**config.mk**
```make
export PLATFORM = sky130hd
export DESIGN_NAME = uart_rx_param
export DESIGN_NICKNAME = d
export VERILOG_FILES = /design/src/rtl/uart_pkg.sv /design/src/rtl/uart_rx_sampler.sv /design/src/rtl/uart_rx_param.sv
export SDC_FILE = /design/constraint.sdc
export NUM_CORES = 1
export LEC_CHECK = 0
export CORE_MARGIN = 4
export CORE_UTILIZATION = 45
export CTS_CLUSTER_SIZE = 12
export DETAILED_ROUTE_END_ITERATION = 10
export GPL_ROUTABILITY_DRIVEN = 0
export HOLD_SLACK_MARGIN = 0.15
export PLACE_DENSITY = 0.74
export SYNTH_ARGS = -nofsm -noshare
export SYNTH_HDL_FRONTEND = slang
export SYNTH_SLANG_ARGS = --single-unit
```
**constraint.sdc**
```tcl
create_clock -name clk -period 2.2 [get_ports clk]
set_clock_uncertainty 0.15 [all_clocks]
set_input_delay 0.22 -clock clk [delete_from_list [all_inputs] [get_ports clk]]
set_output_delay 0.22 -clock clk [all_outputs]
set_load 0.005 [all_outputs]
```
**src/rtl/uart_pkg.sv**
```systemverilog
// ---------------------------------------------------------------------------
// uart_pkg
//   Definitions shared by the UART receiver files: the receiver state
//   encoding and the PARITY parameter values.
// ---------------------------------------------------------------------------
package uart_pkg;

    typedef enum logic [2:0] {
        ST_IDLE,
        ST_START,
        ST_DATA,
        ST_PARITY,
        ST_STOP,
        ST_BREAK
    } rx_state_t;

    localparam int PARITY_NONE = 0;
    localparam int PARITY_EVEN = 1;
    localparam int PARITY_ODD  = 2;

endpackage

```
**src/rtl/uart_rx_sampler.sv**
```systemverilog
// ---------------------------------------------------------------------------
// uart_rx_sampler
//   Two-flop synchroniser for the asynchronous rx pin, plus the bit voter.
//   Build option UART_RX_MAJORITY_EN: bit_val is the majority of rs over the
//   current and the two previous s_tick samples; otherwise bit_val is rs.
// Ports
//   clk     in   clock
//   reset   in   asynchronous, active-high; synchroniser resets to idle (1)
//   rx      in   raw serial line
//   s_tick  in   oversample enable (present only with UART_RX_MAJORITY_EN)
//   rs      out  synchronised line, 2 clk behind rx
//   bit_val out  voted bit value for the receiver FSM
// ---------------------------------------------------------------------------
module uart_rx_sampler (
    input  logic clk,
    input  logic reset,
    input  logic rx,
`ifdef UART_RX_MAJORITY_EN
    input  logic s_tick,
`endif
    output logic rs,
    output logic bit_val
);

    logic sync1;

    always_ff @(posedge clk or posedge reset) begin
        if (reset) begin
            sync1 <= 1'b1;
            rs    <= 1'b1;
        end else begin
            sync1 <= rx;
            rs    <= sync1;
        end
    end

`ifdef UART_RX_MAJORITY_EN
    // hist holds rs at the two previous ticks, so on the tick at M+1 the
    // vote covers ticks M-1, M and M+1.
    logic [1:0] hist;

    always_ff @(posedge clk or posedge reset) begin
        if (reset) begin
            hist <= '1;
        end else if (s_tick) begin
            hist <= {hist[0], rs};
        end
    end

    assign bit_val = (hist[1] & hist[0]) | (hist[1] & rs) | (hist[0] & rs);
`else
    assign bit_val = rs;
`endif

endmodule

```
**src/rtl/uart_rx_param.sv**
```systemverilog
// ---------------------------------------------------------------------------
// uart_rx_param
//   Parametrised UART receiver: DBIT data bits (LSB first), optional
//   even/odd parity, SB_TICK-tick stop period, false-start rejection,
//   parity/framing/overrun/break reporting and a valid/ready holding register.
//   Build option UART_RX_MAJORITY_EN: 3-sample majority vote, decisions one
//   tick later.
// Ports
//   clk          in   clock
//   reset        in   asynchronous, active-high
//   rx           in   serial line, idles high
//   s_tick       in   oversample enable pulse
//   rx_ready     in   consumer accepts the held word
//   dout         out  held data word
//   rx_valid     out  held word valid until accepted
//   parity_err   out  parity mismatch of the held word
//   frame_err    out  stop bit was 0 for the held word
//   rx_done_tick out  one-clk pulse per completed frame
//   overrun_err  out  one-clk pulse: frame completed while a word was held
//   break_det    out  break in progress, cleared when rx returns high
// ---------------------------------------------------------------------------
module uart_rx_param
    import uart_pkg::*;
#(
    parameter int DBIT       = 8,
    parameter int OVERSAMPLE = 16,
    parameter int SB_TICK    = 16,
    parameter int PARITY     = PARITY_NONE
) (
    input  logic            clk,
    input  logic            reset,
    input  logic            rx,
    input  logic            s_tick,
    input  logic            rx_ready,
    output logic [DBIT-1:0] dout,
    output logic            rx_valid,
    output logic            parity_err,
    output logic            frame_err,
    output logic            rx_done_tick,
    output logic            overrun_err,
    output logic            break_det
);

    localparam int S_MAX = (OVERSAMPLE > SB_TICK) ? OVERSAMPLE : SB_TICK;
    localparam int S_W   = $clog2(S_MAX);
    localparam int N_W   = $clog2(DBIT);
    localparam int M     = OVERSAMPLE / 2;
`ifdef UART_RX_MAJORITY_EN
    localparam int DEC_LAG = 1;
`else
    localparam int DEC_LAG = 0;
`endif
    localparam logic [S_W-1:0] S_DEC      = S_W'(M + DEC_LAG);
    localparam logic [S_W-1:0] S_LAST     = S_W'(OVERSAMPLE - 1);
    localparam logic [S_W-1:0] S_STOP_DEC = S_W'(SB_TICK - M + DEC_LAG);
    localparam logic [N_W-1:0] N_LAST     = N_W'(DBIT - 1);

    logic rs;
    logic bit_val;

    uart_rx_sampler u_sampler (
        .clk     (clk),
        .reset   (reset),
        .rx      (rx),
`ifdef UART_RX_MAJORITY_EN
        .s_tick  (s_tick),
`endif
        .rs      (rs),
        .bit_val (bit_val)
    );

    rx_state_t       state_reg, state_next;
    logic [S_W-1:0]  s_reg, s_next;
    logic [N_W-1:0]  n_reg, n_next;
    logic [DBIT-1:0] b_reg, b_next;
    logic            perr_reg, perr_next;
    logic            done;
    logic            ferr;

    always_ff @(posedge clk or posedge reset) begin
        if (reset) begin
            state_reg <= ST_IDLE;
            s_reg     <= '0;
            n_reg     <= '0;
            b_reg     <= '0;
            perr_reg  <= 1'b0;
        end else begin
            state_reg <= state_next;
            s_reg     <= s_next;
            n_reg     <= n_next;
            b_reg     <= b_next;
            perr_reg  <= perr_next;
        end
    end

    always_comb begin
        state_next = state_reg;
        s_next     = s_reg;
        n_next     = n_reg;
        b_next     = b_reg;
        perr_next  = perr_reg;
        done       = 1'b0;
        ferr       = 1'b0;
        case (state_reg)
            ST_IDLE: begin
                if (!rs) begin
                    state_next = ST_START;
                    s_next     = '0;
                end
            end
            ST_START: begin
                if (s_tick) begin
                    if (s_reg == S_DEC && bit_val) begin
                        state_next = ST_IDLE;   // line back high mid start bit
                    end else if (s_reg == S_LAST) begin
                        state_next = ST_DATA;
                        s_next     = '0;
                        n_next     = '0;
                        perr_next  = 1'b0;
                    end else begin
                        s_next = s_reg + S_W'(1);
                    end
                end
            end
            ST_DATA: begin
                if (s_tick) begin
                    if (s_reg == S_DEC) begin
                        b_next = {bit_val, b_reg[DBIT-1:1]};
                    end
                    if (s_reg == S_LAST) begin
                        s_next = '0;
                        if (n_reg == N_LAST) begin
                            state_next = (PARITY != PARITY_NONE) ? ST_PARITY : ST_STOP;
                        end else begin
                            n_next = n_reg + N_W'(1);
                        end
                    end else begin
                        s_next = s_reg + S_W'(1);
                    end
                end
            end
            ST_PARITY: begin
                if (s_tick) begin
                    if (s_reg == S_DEC) begin
                        perr_next = bit_val ^ (^b_reg) ^ (PARITY == PARITY_ODD);
                    end
                    if (s_reg == S_LAST) begin
                        state_next = ST_STOP;
                        s_next     = '0;
                    end else begin
                        s_next = s_reg + S_W'(1);
                    end
                end
            end
            ST_STOP: begin
                // The frame completes at the stop sample; the remainder of the
                // stop period is spent in IDLE.
                if (s_tick) begin
                    if (s_reg == S_STOP_DEC) begin
                        done       = 1'b1;
                        ferr       = ~bit_val;
                        state_next = (!bit_val && b_reg == '0) ? ST_BREAK : ST_IDLE;
                        s_next     = '0;
                    end else begin
                        s_next = s_reg + S_W'(1);
                    end
                end
            end
            ST_BREAK: begin
                if (rs) begin
                    state_next = ST_IDLE;
                end
            end
            default: state_next = ST_IDLE;
        endcase
    end

    always_ff @(posedge clk or posedge reset) begin
        if (reset) begin
            dout         <= '0;
            rx_valid     <= 1'b0;
            parity_err   <= 1'b0;
            frame_err    <= 1'b0;
            rx_done_tick <= 1'b0;
            overrun_err  <= 1'b0;
        end else begin
            rx_done_tick <= done;
            overrun_err  <= 1'b0;
            if (done) begin
                if (!rx_valid || rx_ready) begin
                    dout       <= b_reg;
                    parity_err <= (PARITY != PARITY_NONE) && perr_reg;
                    frame_err  <= ferr;
                    rx_valid   <= 1'b1;
                end else begin
                    overrun_err <= 1'b1;
                end
            end else if (rx_valid && rx_ready) begin
                rx_valid <= 1'b0;
            end
        end
    end

    assign break_det = (state_reg == ST_BREAK);

endmodule
```
==> impl_metrics.prom <==
# TYPE chip_impl_metric gauge
chip_impl_metric{name="mappedNetlistArea",unit="µm²"} 1620
chip_impl_metric{name="clock_sinks",unit=""} 32
chip_impl_info{name="synthDominantAreaCellType",value="sky130_fd_sc_hd__dfrtp_1"} 1
chip_impl_metric{name="dieWidth",unit="µm"} 68.0
chip_impl_info{name="crit_start",value="state_reg[2]$_DFFE_PP0P_"} 1
chip_impl_info{name="tritoncts",value="done"} 1
chip_impl_metric{name="hpwl",unit="µm"} 2190
chip_impl_metric{name="first_global_vias",unit=""} 1231
chip_impl_metric{name="synthMuxAreaShare",unit="%"} 15.1
chip_impl_metric{name="synth_area_in_xor_xnor",unit="%"} 0
chip_impl_metric{name="rows",unit=""} 21
chip_impl_metric{name="share_of_synthesized_area_occupied_by_flip_flops_and_latches",unit="%"} 49.6
chip_impl_metric{name="num_vias",unit=""} 1157
chip_impl_metric{name="area_of_the_core",unit="µm²"} 3420
chip_impl_metric{name="peakVddDrop",unit="V"} 0.000312
chip_impl_metric{name="required",unit="ns"} 1.83
chip_impl_metric{name="die_area",unit="µm²"} 4620
chip_impl_metric{name="report.final.hold_viol_count",unit=""} 0
chip_impl_metric{name="r2r_slack",unit="ns"} 0.16
chip_impl_metric{name="antenna_cells",unit=""} 0
chip_impl_metric{name="critPathMaxStageDelay",unit="ns"} 0.54
chip_impl_metric{name="worstPathArrival",unit="ns"} 1.74
chip_impl_info{name="leading_register_cell_type_out_of_synthesis",value="sky130_fd_sc_hd__dfrtp_1"} 1
chip_impl_metric{name="finalSetupViolations",unit=""} 0
chip_impl_metric{name="design.final.nets",unit=""} 173
chip_impl_info{name="slowest_stage",value="sky130_fd_sc_hd__clkdlybuf4s50_1"} 1
chip_impl_metric{name="grt_use_total",unit="%"} 14.8
chip_impl_metric{name="min_period",unit="ns"} 2.11
chip_impl_metric{name="combined_area_of_the_multi_input_logic_cells",unit="µm²"} 754
chip_impl_metric{name="detail_route.drc_violations",unit=""} 0
chip_impl_metric{name="leakage",unit="nW"} 0.925
chip_impl_info{name="min-delay-path-class",value="reg2reg"} 1
chip_impl_metric{name="max-cap-violations",unit=""} 0
chip_impl_metric{name="syn2layout_area_growth",unit="%"} 21.6
chip_impl_info{name="crit_path_start_kind",value="register"} 1
chip_impl_metric{name="drt.antenna.violating_nets",unit=""} 0
chip_impl_info{name="most_frequent_standard_cell_in_the_layout_excluding_fill_and_tap_cells",value="sky130_fd_sc_hd__dfrtp_1"} 1
chip_impl_metric{name="cts.reportedPaths.clkPinSlew",unit="ns"} 0.11
chip_impl_metric{name="yosysWarningCount",unit=""} 0
chip_impl_metric{name="grt_total_ovfl",unit=""} 0
chip_impl_metric{name="synthCells",unit=""} 136
chip_impl_info{name="worstSetupEndpoint",value="break_det"} 1
chip_impl_metric{name="drt_iter0_drc",unit=""} 84
chip_impl_info{name="cts.root.buffer_cell",value="sky130_fd_sc_hd__clkbuf_4"} 1
chip_impl_metric{name="post_synth.cell_area_avg",unit="µm²"} 11.9
chip_impl_info{name="worstSetupEndpointType",value="output port"} 1
chip_impl_metric{name="synth-adder-area-share",unit="%"} 3.09
chip_impl_info{name="ys_top_cells_by_area",value="sky130_fd_sc_hd__dfrtp_1 (46%), sky130_fd_sc_hd__mux2_2 (13%), sky130_fd_sc_hd__dfstp_2 (3.2%)"} 1
chip_impl_metric{name="floorplan.initialDensity",unit="%"} 47.4
chip_impl_metric{name="ff_latch_area",unit="µm²"} 806
chip_impl_metric{name="vias_per_cell",unit=""} 5.48
chip_impl_metric{name="drt-total-wl",unit="µm"} 3230
chip_impl_info{name="regToRegEndpoint",value="state_reg[0]$_DFFE_PP0P_"} 1
chip_impl_metric{name="layout_setup_ws",unit="ns"} 0.0904
chip_impl_metric{name="clockBufferDepth",unit=""} 2
chip_impl_metric{name="synth-compound-area-share",unit="%"} 10.2
chip_impl_info{name="timing_worst_setup_path_type",value="reg2out"} 1
chip_impl_metric{name="h-tree-depth",unit=""} 2
chip_impl_metric{name="post_synth_num_cell_types",unit=""} 45
chip_impl_metric{name="detailedRoute.firstPassIterationCount",unit=""} 4
chip_impl_metric{name="fin_crit_sh",unit="%"} 95.9
chip_impl_metric{name="path_buf_inv",unit=""} 2
chip_impl_info{name="most-common-layout-cells",value="sky130_fd_sc_hd__dfrtp_1 (28), sky130_fd_sc_hd__mux2_2 (19), sky130_fd_sc_hd__clkdlybuf4s50_1 (17)"} 1
chip_impl_metric{name="post-route-cell-area",unit="µm²"} 1970
chip_impl_metric{name="place_area",unit="µm²"} 1850
chip_impl_metric{name="ios",unit=""} 19
chip_impl_metric{name="num-fill-cells",unit=""} 292
chip_impl_metric{name="simple_gate_share_of_the_synthesized_area",unit="%"} 17.9
chip_impl_metric{name="powerDensity",unit="nW/µm²"} 793
chip_impl_metric{name="layout-drive-gt1-share",unit="%"} 29.1
chip_impl_metric{name="synth_top_area_share",unit="%"} 46.3
chip_impl_metric{name="worst_hold_path.num_cells",unit=""} 0
chip_impl_info{name="rsz_0062_raised_after_global_routing",value="no"} 1
chip_impl_info{name="status",value="complete, no violations"} 1
chip_impl_metric{name="placement.io_buffers",unit=""} 17
chip_impl_metric{name="synth.net_count",unit=""} 145
chip_impl_metric{name="ys_ff_latch",unit=""} 32
chip_impl_metric{name="asyncSetResetFlopFracSynth",unit="%"} 100
chip_impl_info{name="timing.critical_path.cells",value="buf_4, nor3b_1, clkdlybuf4s50_1"} 1
chip_impl_info{name="combinational_family_with_the_most_area_after_synthesis",value="simple AND/OR/NAND/NOR gates"} 1
chip_impl_metric{name="antenna_violations_before_repair",unit=""} 0
chip_impl_metric{name="floorplan.die.height",unit="µm"} 68.0
chip_impl_info{name="critical-path-top-delay-family",value="buffers and inverters"} 1
chip_impl_metric{name="fmaxAchievable",unit="MHz"} 474
chip_impl_metric{name="synth_enable_flop_cells",unit=""} 0
chip_impl_metric{name="reg2regPathDepth",unit=""} 6
chip_impl_info{name="r2r_start",value="s_reg[0]$_DFFE_PP0P_"} 1
chip_impl_metric{name="place_worst_setup_slack",unit="ns"} 0.151
chip_impl_metric{name="grt_max_degree",unit=""} 33
chip_impl_metric{name="numCtsBuffers",unit=""} 5
chip_impl_metric{name="fin_tns_setup",unit="ns"} 0
chip_impl_metric{name="detail_route.wl_per_cell",unit="µm"} 15.3
chip_impl_metric{name="worst_skew_pair.late_latency",unit="ns"} 0.35
chip_impl_metric{name="first_pass_grt_wire_length",unit="µm"} 5180
chip_impl_metric{name="cp_max_fanout",unit=""} 9
chip_impl_metric{name="slew_viol_final",unit=""} 0
chip_impl_metric{name="crit_cells",unit=""} 3
-- area by class of cell --
class | count | area share (%)
clock inverter | 3 | 2.16
inverter | 8 | 1.52
clock buffer | 5 | 1.90
multi-input combinational | 91 | 38.3
timing repair buffer | 26 | 12.3
sequential | 32 | 40.9
tap | 46 | 2.92
-- logic make-up (layout without fill, tap and decap cells) --
| logic type | after synthesis | after routing |
|---|---|---|
| simple gates | 44 | 44 |
| flops | 32 | 32 |
| mux | 22 | 22 |
| compound gates | 20 | 20 |
| buf+inv | 13 | 42 |
| fa+ha+maj | 4 | 4 |
| other cells | 1 | 1 |
-- metrics by stage --
step                instances  hold slack [ns]  util, %  power, W
floorplan                 136           0.0745        -   0.00102
global placement          198            0.196     54.0   0.00108
detailed placement        198            0.197     54.0   0.00110
CTS                       208            0.213     57.0   0.00156
global route              211            0.220     57.7   0.00164
finish                    211            0.212     57.7   0.00156
-- metal layers --
layer / vias to the layer above / part of all wire, % / routed length [µm] / GRT usage (%)
li1: 548 / - / - / -
met5: - / 0 / 0 / 0
met3: 7 / 4.9 / 159 / 4.93
met1: 568 / 43 / 1390 / 16.6
met2: 34 / 50 / 1620 / 25.2
met4: 0 / 1.7 / 55 / 7.44
-- power by group --
part | switching (W) | internal, W
sequential | 0.0000867 | 0.000636
combinational | 0.000202 | 0.000179
clock | 0.000221 | 0.000237
total | 0.000510 | 0.00105
-- cell usage after synthesis (2+ instances only) --
library cell,number
sky130_fd_sc_hd__nand3b_1,3
sky130_fd_sc_hd__ha_1,4
sky130_fd_sc_hd__inv_1,8
sky130_fd_sc_hd__o21ai_0,3
sky130_fd_sc_hd__nor4b_1,2
sky130_fd_sc_hd__nand2_1,5
sky130_fd_sc_hd__buf_2,2
sky130_fd_sc_hd__and3_1,2
sky130_fd_sc_hd__nor2_1,10
sky130_fd_sc_hd__nor3_1,2
sky130_fd_sc_hd__nand3_1,3
sky130_fd_sc_hd__nor3b_1,3
sky130_fd_sc_hd__o22ai_1,2
sky130_fd_sc_hd__a21oi_1,4
sky130_fd_sc_hd__dfrtp_1,30
sky130_fd_sc_hd__mux2i_1,2
sky130_fd_sc_hd__buf_4,3
sky130_fd_sc_hd__nand4b_1,2
sky130_fd_sc_hd__mux2_2,19
sky130_fd_sc_hd__dfstp_2,2
-- how the worst min path moves through the flow --
stage / start / to / slack, ns
after CTS: u_sampler.sync1$_DFF_PP1_ / u_sampler.bit_val$_DFF_PP1_ / 0.21
after detailed placement: u_sampler.sync1$_DFF_PP1_ / u_sampler.bit_val$_DFF_PP1_ / 0.20
after floorplan: rx / u_sampler.sync1$_DFF_PP1_ / 0.07
after global placement: u_sampler.sync1$_DFF_PP1_ / u_sampler.bit_val$_DFF_PP1_ / 0.20
after global routing: u_sampler.sync1$_DFF_PP1_ / u_sampler.bit_val$_DFF_PP1_ / 0.22
final: u_sampler.sync1$_DFF_PP1_ / u_sampler.bit_val$_DFF_PP1_ / 0.21
-- repair_timing --
action                                  CTS  global route
endpoints found under the setup margin    1             1
endpoints found under the hold margin    31             0
buffers inserted                          0             3
hold buffers                              2             0
resized for setup                         2             0
Note: power is estimated with default switching activity, not from simulation.
